## src/rtl/pipe_add_sub.sv

```systemverilog
// Segmented-carry pipelined adder/subtractor with valid/ready flow control and a global stall.
// Define PIPE_ADD_SUB_SAT_EN to saturate the result on signed overflow instead of wrapping.
module pipe_add_sub #(
  parameter int N   = 16,
  parameter int SEG = 4
) (
  input  logic         clk,
  input  logic         rst,
  input  logic         in_valid,
  output logic         in_ready,
  input  logic [N-1:0] a,
  input  logic [N-1:0] b,
  input  logic         sub,
  input  logic         cin,
  output logic         out_valid,
  input  logic         out_ready,
  output logic [N-1:0] sum,
  output logic         cout,
  output logic         ovf
);

  localparam int W = N / SEG;

  // Stage k holds the full operands plus the sum bits resolved so far;
  // only segment k+1 upward of the operands is still consumed downstream.
  logic [N-1:0] a_q [SEG];
  logic [N-1:0] b_q [SEG];
  logic [N-1:0] s_q [SEG];
  logic         c_q [SEG];
  logic         v_q [SEG];
  logic         ovf_q;

  logic [N-1:0] a_i [SEG];
  logic [N-1:0] b_i [SEG];
  logic [N-1:0] s_i [SEG];
  logic         c_i [SEG];
  logic         v_i [SEG];
  logic [N-1:0] s_d [SEG];
  logic         c_d [SEG];
  logic [W:0]   seg_sum [SEG];
  logic         ovf_d;
  logic         adv;

  assign out_valid = v_q[SEG-1];
  assign sum       = s_q[SEG-1];
  assign cout      = c_q[SEG-1];
  assign ovf       = ovf_q;
  assign adv       = !out_valid || out_ready;
  assign in_ready  = adv;

  // Stage inputs: stage 0 takes the ports (b and cin inverted for subtract).
  always_comb begin
    a_i[0] = a;
    b_i[0] = sub ? ~b : b;
    s_i[0] = '0;
    c_i[0] = sub ? ~cin : cin;
    v_i[0] = in_valid;
    for (int unsigned k = 1; k < SEG; k++) begin
      a_i[k] = a_q[k-1];
      b_i[k] = b_q[k-1];
      s_i[k] = s_q[k-1];
      c_i[k] = c_q[k-1];
      v_i[k] = v_q[k-1];
    end
  end

  always_comb begin
    for (int unsigned k = 0; k < SEG; k++) begin
      seg_sum[k] = {1'b0, a_i[k][k*W +: W]} + {1'b0, b_i[k][k*W +: W]}
                 + {{W{1'b0}}, c_i[k]};
      s_d[k]            = s_i[k];
      s_d[k][k*W +: W]  = seg_sum[k][W-1:0];
      c_d[k]            = seg_sum[k][W];
    end
    ovf_d = (a_i[SEG-1][N-1] == b_i[SEG-1][N-1]) &&
            (s_d[SEG-1][N-1] != a_i[SEG-1][N-1]);
`ifdef PIPE_ADD_SUB_SAT_EN
    if (ovf_d)
      s_d[SEG-1] = a_i[SEG-1][N-1] ? {1'b1, {(N-1){1'b0}}} : {1'b0, {(N-1){1'b1}}};
`endif
  end

  always_ff @(posedge clk or posedge rst) begin
    if (rst) begin
      for (int unsigned k = 0; k < SEG; k++) begin
        a_q[k] <= '0;
        b_q[k] <= '0;
        s_q[k] <= '0;
        c_q[k] <= 1'b0;
        v_q[k] <= 1'b0;
      end
      ovf_q <= 1'b0;
    end else if (adv) begin
      for (int unsigned k = 0; k < SEG; k++) begin
        a_q[k] <= a_i[k];
        b_q[k] <= b_i[k];
        s_q[k] <= s_d[k];
        c_q[k] <= c_d[k];
        v_q[k] <= v_i[k];
      end
      ovf_q <= ovf_d;
    end
  end

endmodule

```

## config.mk

```make
export PLATFORM = sky130hd
export DESIGN_NAME = pipe_add_sub
export DESIGN_NICKNAME = d
export VERILOG_FILES = /design/src/rtl/pipe_add_sub.sv
export SDC_FILE = /design/constraint.sdc
export NUM_CORES = 1
export LEC_CHECK = 0
export BUFFER_PORTS_ARGS = -buffer_cell sky130_fd_sc_hd__buf_2
export CAP_MARGIN = 20
export CORE_MARGIN = 3
export CORE_UTILIZATION = 52
export DETAILED_ROUTE_END_ITERATION = 6
export HOLD_SLACK_MARGIN = 0.08
export PLACE_DENSITY = 0.77
export SLEW_MARGIN = 20
export SYNTH_ARGS = -nofsm -noshare
export SYNTH_HDL_FRONTEND = slang
export SYNTH_SLANG_ARGS = --single-unit
```

## constraint.sdc

```tcl
create_clock -name clk -period 3.2 [get_ports clk]
set_clock_uncertainty 0.15 [all_clocks]
set_input_delay 0.64 -clock clk [delete_from_list [all_inputs] [get_ports clk]]
set_output_delay 0.64 -clock clk [all_outputs]
set_load 0.1 [all_outputs]
```

Word level (Yosys, flattened, before mapping):

Cells that the tools add are included.

* output and inout port bits: 20
* word-level logic and storage cells: 36
* bits in registers: 145
* input bits: 38

* multiplexer cells: 2
* reductions and logical operators: 3
* bitwise gates (word level): 2
* add/subtract/negate cells: 8
* equal/unequal tests: 2

Operators by type and width (count)
* $add A4 B4 Y5: 4
* $add A5 B1 Y5: 4
* $mux W16: 1
* $not A16 Y16: 1
* $eq A1 B1 Y1: 1
* $logic_and A1 B1 Y1: 1
* $logic_not A1 Y1: 1
* $logic_or A1 B1 Y1: 1
* $mux W1: 1
* $ne A1 B1 Y1: 1
* $not A1 Y1: 1

Longest topological paths before layout:

Gate-level depths: netlist (run 1).

* depth in word-level cells: 4
* mapped depth: 8

Least setup slack after synthesis (run 1):

OpenSTA, ideal clock, no wires.

* path type: in2reg
* from: in sub
* to: reg c_q, in the netlist c_i[2]
* stages: 8
* data arrival time: 2.312 ns
* setup slack: 0.585 ns
* path buffers: 2
* data required time: 2.897 ns
* cells stage by stage: buf_4 > buf_4 > xor2_1 > fa_1 > fa_1 > a21o_1 > a21oi_1 > a21oi_1

* longest elaborated chain between the ends: 3

Ends and longest elaborated chain
* from (decl): RTL line 13 `input logic sub,`
* $mux W16: RTL line 54 `b_i[0] = sub ? ~b : b;`
* $add A4 B4 Y5: RTL line 69 `seg_sum[k] = {1'b0, a_i[k][k*W +: W]} + {1'b0, b_i[k][k*W +: W]}`
* $add A5 B1 Y5 *: RTL line 70 `+ {{W{1'b0}}, c_i[k]};`
* to (signal, indexed assignment): RTL line 98 `c_q[k] <= c_d[k];`
* to (decl): RTL line 29 `logic c_q [SEG];`

Mark *: on every way between the ends. The rest lies on a longest branch, timed or not.
A chain may end at the register's enable or synchronous reset.

Worst setup path after layout (run 1):

Ends and elaborated chain as after synthesis.

==> results.yml, run 1 <==
synth:
  yosysSeqAreaShare: 0.561
  synth_fp_nets: 520
  yosysUniqueCellTypes: 27
  async_flop_share: 1.00
  synthFlopType: "dfrtp_1"
  synth-edff-count: 0
  synthCells: 462
  ys_warn_count: 0
  syn_avg_cell_area_um2: 9.37
  ys_seq_elements: 97
  syn_area_um2: 4330
place:
  hpwlAfterDp_mm: 5.00
  pre_cts_ws_ps: 738
  dp_cells: 602
  port_buffers: 57
  place_congestion: 0.767
final_layout:
  layout.cells.non_filler: 618
  diodes: 0
  nNetsFinal: 569
  final_cell_mix: "nand2_1 (224), dfrtp_1 (97), buf_2 (56)"
  final_common_cell: "nand2_1"
  areaGrowthSynthToFinish_pct: 13.8
  drive_above_1_share: 0.155
route:
  wire_per_inst_um: 12.4
  drt-initial-drc-count: 176
  totalWireLength_mm: 7.66
  drc_errors: 0
  drt_first_pass_iters: 4
  via_count: 3065
  ant_nets: 0
  vias_per_cell: 4.96
clock_network:
  cts_inserted_buffers: 9
  cts_root_buf: "clkbuf_8"
  htree_levels: 3
  hold_buffers: 0
  cts_setup_buffers: 0
  cts.sinks: 97
  clk_pin_slew_ps: 90
  clockBufferDepth: 2
  insertion_delay_ps: 360
  cts_tree: "built"
  ctsResizeCount: 0
sta:
  setup_tns_ps: 0
  grt_setup_unrepaired: "no"
  report.final.slew_viol_count: 0
  fmax_mhz: 478
  setup_viol: 0
  slew_headroom: 0.679
  hold_viol_final: 0
  period_minus_slack_ps: 2090
  layout_setup_ws_ps: 1110
  finalCritPeriodShare: 0.654
  tightestPinTransition_ps: 482
power:
  powerDensity_nw_per_um2: 1100
  ir_worst_vdd_mv: 0.391
  total_power_w: 0.00540
  leakagePower_nw: 2.58
global_routing:
  grt_pass1_vias: 3145
  grt_max_degree: 109
  track_usage: 0.175
  grt_pass1_wl_mm: 13.7
  antenna_found_initial: 0
  gr-total-overflow: 0
worst_setup_path:
  arrival_ps: 2180
  cp.required_ps: 3280
  start_kind: "input port"
  critPathMaxFanout: 4
  critPathKind: "in -> reg"
  end_kind: "flip-flop"
status:
  outcome: "complete, no violations"
floorplan:
  initial_core_util: 0.549
  rows: 32
  die_w_um: 97.3
  design.core.area_um2: 7890
  io_pins: 58
  die_h_um: 97.3
  die_area_um2: 9460
flow_run:
  drv_cap: 0
worst_hold_path:
  hp-class: "in -> async"
-- synth_stat cells (all sizes together) (6+ instances only) --
master  instances  area [um^2]
o21ai          19         95.1
ha             12          150
a21oi          12         60.1
clkbuf          7         26.3
xnor2          15          131
buf            16         96.3
nand2         224          841
dfrtp          97         2430
inv            11         41.3
fa              8          160
nor2            6         22.5
-- per-stage QoR --
stage	utilization	hold WS (ps)	instance area [um^2]
6_report	0.625	276	4930
5_1_grt	0.625	318	4930
4_1_cts	0.625	289	4930
3_5_place_dp	0.597	300	4710
2_1_floorplan	-	280	4330
3_3_place_gp	0.597	297	4710
-- per-layer routing --
metal	vias to the layer above	routed length, um	GRT usage
met3	12	331	0.0373
met1	1447	3600	0.228
met2	51	3610	0.287
li1	1555	-	-
met5	-	0	0
met4	0	123	0.0703
-- sequential cells by signal (all words and copies together), names as in the netlist --
name / flops
c_i: 3
sum: 16
b_i: 24
cout: 1
ovf: 1
a_i: 24
s_d: 24
v_i: 3
out_valid: 1
-- worst max-delay path: stages --
cell     delay [ps]
buf_2           140
xor2_1          160
fa_1            430
fa_1            420
a21o_1          170
a21oi_1         130
a21oi_1          70
-- final timing paths --
check / startpoint / endpoint / slack (ps) / cells past startpoint
setup / recovery: sub / c_i[2]$_DFFE_PP0P_ / 1110 / 7
hold / removal: rst / v_i[0]$_DFFE_PP0P_ / 280 / 3
setup reg to reg: a_i[12]$_DFFE_PP0P_ / cout$_DFFE_PP0P_ / 1200 / 5
hold reg to reg: sum[11]$_DFFE_PP0P_ / sum[11]$_DFFE_PP0P_ / 320 / 2
max in group asynchronous: rst / s_d[8]$_DFFE_PP0P_ / 2280 / 3
min in group clk: sum[11]$_DFFE_PP0P_ / sum[11]$_DFFE_PP0P_ / 320 / 2
-- kinds of logic (layout without fill, tap and decap cells) --
family	count (synthesis)	count (layout)	synth area share
AO/OA/AOI/OAI	45	45	0.0630
AND/OR/NAND/NOR	243	243	0.220
flip-flops	97	97	0.561
XOR/XNOR	20	20	0.0405
adder cells (fa/ha/maj)	20	20	0.0717
buffers and inverters	34	88	0.0379
multiplexers	3	3	0.00693
-- final cells by class --
class                      count  area, um^2
fill                         667        2960
sequential                    97        2430
multi-input combinational    331        1740
timing repair buffer          61         368
clock buffer                  10         128
tap                          102         128
clock inverter                 6        91.3
inverter                      11        45.0
-- power breakdown --
group          internal [W]  leakage (nW)  switching (W)
combinational      0.000695          1.30        0.00177
clock              0.000443        0.0991       0.000421
sequential          0.00177          1.18       0.000301
total               0.00290          2.58        0.00250
(Power assumes the default switching activity.)
==> run 2: changes to the inputs <==
Settings changed: CORE_UTILIZATION 52 to 55, PLACE_DENSITY 0.77 to 0.78.
Clock period 3.2 ns to 2.1 ns, I/O delays scaled along.
==> run 2 against run 1 <==
Against the previous run:
- combinational power up 53%
- count of clock-buffer cells in the layout shrank 1
- clock power increased by 41%
- global-route usage up 1.0 points
- non-clock buffer count grew 6
- critical path depth is 2 lower
- final area increased by 0.41%
- register-to-register slack worse by 1100 ps
==> results.yml, run 2 (same netlist as run 1, synthesis figures left out) <==
status:
  outcome: "complete, no violations"
sta:
  fmax_mhz: 499
  setup_tns_ps: 0
  slew_headroom: 0.672
  hold_viol_final: 0
  finalCritPeriodShare: 0.955
  report.final.slew_viol_count: 0
  grt_setup_unrepaired: "no"
  tightestPinTransition_ps: 492
  hold_ws_ps: 100
  setup_viol: 0
  layout_setup_ws_ps: 95.2
  period_minus_slack_ps: 2000
floorplan:
  initial_core_util: 0.581
  die_w_um: 94.7
  design.core.area_um2: 7450
  rows: 31
  io_pins: 58
  die_area_um2: 8970
  die_h_um: 94.7
clock_network:
  cts.sinks: 97
  cts_tree: "built"
  insertion_delay_ps: 360
  ctsResizeCount: 0
  clk_pin_slew_ps: 100
  cts_root_buf: "clkbuf_8"
  htree_levels: 3
  cts_inserted_buffers: 9
  clockBufferDepth: 2
route:
  wire_per_inst_um: 12.2
  vias_per_cell: 4.96
  via_count: 3078
  drt_first_pass_iters: 4
  drt-initial-drc-count: 200
  ant_nets: 0
  drc_errors: 0
  totalWireLength_mm: 7.58
final_layout:
  layout.cells.non_filler: 621
  final_area_um2: 4950
  fill_cells: 643
  drive_above_1_share: 0.170
  areaGrowthSynthToFinish_pct: 14.2
  diodes: 0
  nNetsFinal: 575
  seqCellArea_um2: 2430
  multi_input_area_um2: 1740
  final_cell_mix: "nand2_1 (224), dfrtp_1 (96), buf_2 (56)"
  final_common_cell: "nand2_1"
flow_run:
  drv_cap: 0
power:
  ir_worst_vdd_mv: 0.628
  leakagePower_nw: 2.60
  powerDensity_nw_per_um2: 1650
global_routing:
  track_usage: 0.185
  grt_pass1_vias: 2983
  antenna_found_initial: 0
  gr-total-overflow: 0
  grt_max_degree: 98
  grt_pass1_wl_mm: 13.2
place:
  pre_cts_ws_ps: -40.1
  dp_cells: 604
  port_buffers: 57
  place_area_um2: 4730
  hpwlAfterDp_mm: 5.19
  place_congestion: 0.781
worst_setup_path:
  start_kind: "flip-flop"
  cp.required_ps: 2190
  arrival_ps: 2090
  critPathKind: "reg -> reg"
  end_kind: "flip-flop"
  critPathMaxFanout: 3
worst_hold_path:
  hp-class: "in -> reg"
run 2: changes by cell type in the layout (fill, tap and decap cells not counted), sizes merged:
cell	change
clkbuf	-1
inv	+1
dlygate4sd3	+1
buf	+5
clkinvlp	-3
bufinv	-1
clkinv	+4
run 2: area by class of cell:
type	count	share of cell area
sequential	97	0.491
multi-input combinational	331	0.353
timing repair buffer	67	0.0815
clock buffer	9	0.0250
tap	99	0.0250
clock inverter	7	0.0157
inverter	11	0.00911
run 2: final timing paths:
kind | from | end | slack, ps | cells past startpoint
setup reg to reg | a_i[12]$_DFFE_PP0P_ | cout$_DFFE_PP0P_ | 100 | 5
setup / recovery | a_i[12]$_DFFE_PP0P_ | cout$_DFFE_PP0P_ | 100 | 5
min in group asynchronous | rst | v_i[1]$_DFFE_PP0P_ | 600 | 4
max in group asynchronous | rst | a_i[39]$_DFFE_PP0P_ | 840 | 4
hold reg to reg | sum[6]$_DFFE_PP0P_ | sum[6]$_DFFE_PP0P_ | 320 | 2
hold / removal | a[14] | a_i[46]$_DFFE_PP0P_ | 100 | 3
run 2: where the power goes:
part | switching, W | internal (W)
combinational | 0.00271 | 0.00108
sequential | 0.000467 | 0.00269
clock | 0.000657 | 0.000563
total | 0.00383 | 0.00434
run 2: per-layer routing:
metal | global-route usage | vias to the layer above | share of wire
met1 | 0.260 | 1452 | 0.48
met3 | 0.0311 | 12 | 0.041
met4 | 0.0721 | 0 | 0.016
li1 | - | 1556 | -
met2 | 0.289 | 58 | 0.47
met5 | 0 | - | 0
run 2: what timing repair did:
item / CTS / global route
hold buffers: 1 / 0
hold endpoints to repair: 88 / 0
setup buffers: 0 / 0
run 2: stage by stage:
stage | total power (W) | utilization
2_1_floorplan | 0.00623 | -
3_3_place_gp | 0.00682 | 0.636
3_5_place_dp | 0.00701 | 0.636
4_1_cts | 0.00825 | 0.664
5_1_grt | 0.00882 | 0.664
6_report | 0.00817 | 0.664
run 2: critical path, stage by stage (launching register included):
cell	delay (ps)
dfrtp_1	420
fa_1	490
fa_1	430
a21o_1	190
a21oi_1	140
a21oi_1	80
==> run 3: changes to the inputs <==
Settings changed: ABC_CLOCK_PERIOD_IN_PS set to 2100, CORE_UTILIZATION 55 to 35, PLACE_DENSITY 0.78 to 0.54.
==> run 3 against run 2 <==
Against the previous run:
- die area is 53% higher
- core utilization down 23 points
- flip-flop and latch count did not move
- clock power rose by 34%
- register-to-register slack better by 30 ps
- largest cell class unchanged
- highest routed layer unchanged
==> results.yml, run 3 (same netlist as run 1, synthesis figures left out) <==
final_layout:
  utilization: 0.435
  fill_cells: 1194
  layout.cells.non_filler: 686
  final_cell_mix: "nand2_1 (224), dfrtp_1 (96), buf_2 (57)"
  areaGrowthSynthToFinish_pct: 18.2
  final_common_cell: "nand2_1"
  nNetsFinal: 575
  multi_input_area_um2: 1750
  seqCellArea_um2: 2430
  drive_above_1_share: 0.172
  diodes: 0
clock_network:
  cts.sinks: 97
  insertion_delay_ps: 330
  hold_buffers: 0
  htree_levels: 3
  clockBufferDepth: 2
  clk_pin_slew_ps: 60
  cts_tree: "built"
  cts_inserted_buffers: 9
  ctsResizeCount: 0
  cts_root_buf: "clkbuf_16"
  cts_setup_buffers: 0
power:
  powerDensity_nw_per_um2: 1670
  ir_worst_vdd_mv: 0.558
  leakagePower_nw: 2.64
place:
  port_buffers: 57
  dp_cells: 670
  pre_cts_ws_ps: -36.5
  place_congestion: 0.805
  hpwlAfterDp_mm: 5.44
sta:
  setup_viol: 0
  setup_tns_ps: 0
  finalCritPeriodShare: 0.940
  layout_setup_ws_ps: 125
  slew_headroom: 0.667
  period_minus_slack_ps: 1970
  hold_ws_ps: 85.7
  grt_setup_unrepaired: "no"
  fmax_mhz: 506
  hold_viol_final: 0
  report.final.slew_viol_count: 0
  tightestPinTransition_ps: 500
route:
  wire_per_inst_um: 11.6
  drc_errors: 0
  via_count: 2990
  ant_nets: 0
  totalWireLength_mm: 7.98
  vias_per_cell: 4.36
  drt_first_pass_iters: 4
  drt-initial-drc-count: 137
worst_setup_path:
  cp_num_cells: 5
  end_kind: "flip-flop"
  regToRegStartpoint: "a_i[36]$_DFFE_PP0P_"
  r2r_cells: 5
  critPathKind: "reg -> reg"
  arrival_ps: 2020
  slowest_stage: "fa_1"
  path_buf_inv: 0
  cp.required_ps: 2140
  crit_chain: "fa_1 -> fa_1 -> a21o_1 -> a21oi_1 -> a21oi_1"
  critPathMaxFanout: 2
  crit_family: "adder cells"
  worst_path_largest_cell_delay_ps: 470
  start_kind: "flip-flop"
  critPathLaunch: "a_i[36]$_DFFE_PP0P_"
global_routing:
  grt_pass1_vias: 3014
  antenna_found_initial: 0
  grt_max_degree: 98
  track_usage: 0.127
  grt_pass1_wl_mm: 14.1
  gr-total-overflow: 0
floorplan:
  design.core.area_um2: 11800
  die_h_um: 117
  die_w_um: 117
  rows: 39
  io_pins: 58
  die_area_um2: 13700
  initial_core_util: 0.368
status:
  outcome: "complete, no violations"
flow_run:
  drv_cap: 0
worst_hold_path:
  hp-class: "in -> async"
==> run 3: final cells by class <==
type | count | share of cell area
Sequential cell | 97 | 0.474
Multi-Input combinational cell | 331 | 0.341
Timing Repair Buffer | 67 | 0.0753
Clock buffer | 12 | 0.0501
Tap cell | 164 | 0.0401
Clock inverter | 4 | 0.0100
Inverter | 11 | 0.00880
==> run 3: power by group <==
part,internal [W],switching (W)
logic,0.00107,0.00270
clock network,0.000988,0.000655
registers,0.00270,0.000453
total,0.00476,0.00381
==> run 3: worst paths after layout <==
kind | to | slack, ps
worst max-delay path | c_i[1]$_DFFE_PP0P_ | 130
worst min-delay path | v_i[2]$_DFFE_PP0P_ | 90
worst max register to register | c_i[1]$_DFFE_PP0P_ | 130
worst min register to register | v_i[0]$_DFFE_PP0P_ | 310
max in group asynchronous | out_valid$_DFFE_PP0P_ | 1340
min in group clk | a_i[45]$_DFFE_PP0P_ | 130
==> run 3: through the flow <==
step                      total power (W)  cell area [um^2]
after floorplan                   0.00623              4350
after global placement            0.00690              4810
after detailed placement          0.00700              4810
after CTS                         0.00869              5120
after global routing              0.00926              5120
final                             0.00856              5120
==> run 3: worst reg2reg max path: stages (launching register included) <==
cell	delay, ps
dfrtp_1	400
fa_1	470
fa_1	420
a21o_1	190
a21oi_1	140
a21oi_1	80
==> run 3: per-layer routing <==
| layer | global-route usage | vias to the layer above | wire (um) |
|---|---|---|---|
| li1 | - | 1558 | - |
| met1 | 0.186 | 1380 | 4040 |
| met2 | 0.192 | 42 | 3550 |
| met3 | 0.0201 | 10 | 270 |
| met4 | 0.0482 | 0 | 115 |
| met5 | 0 | - | 0 |
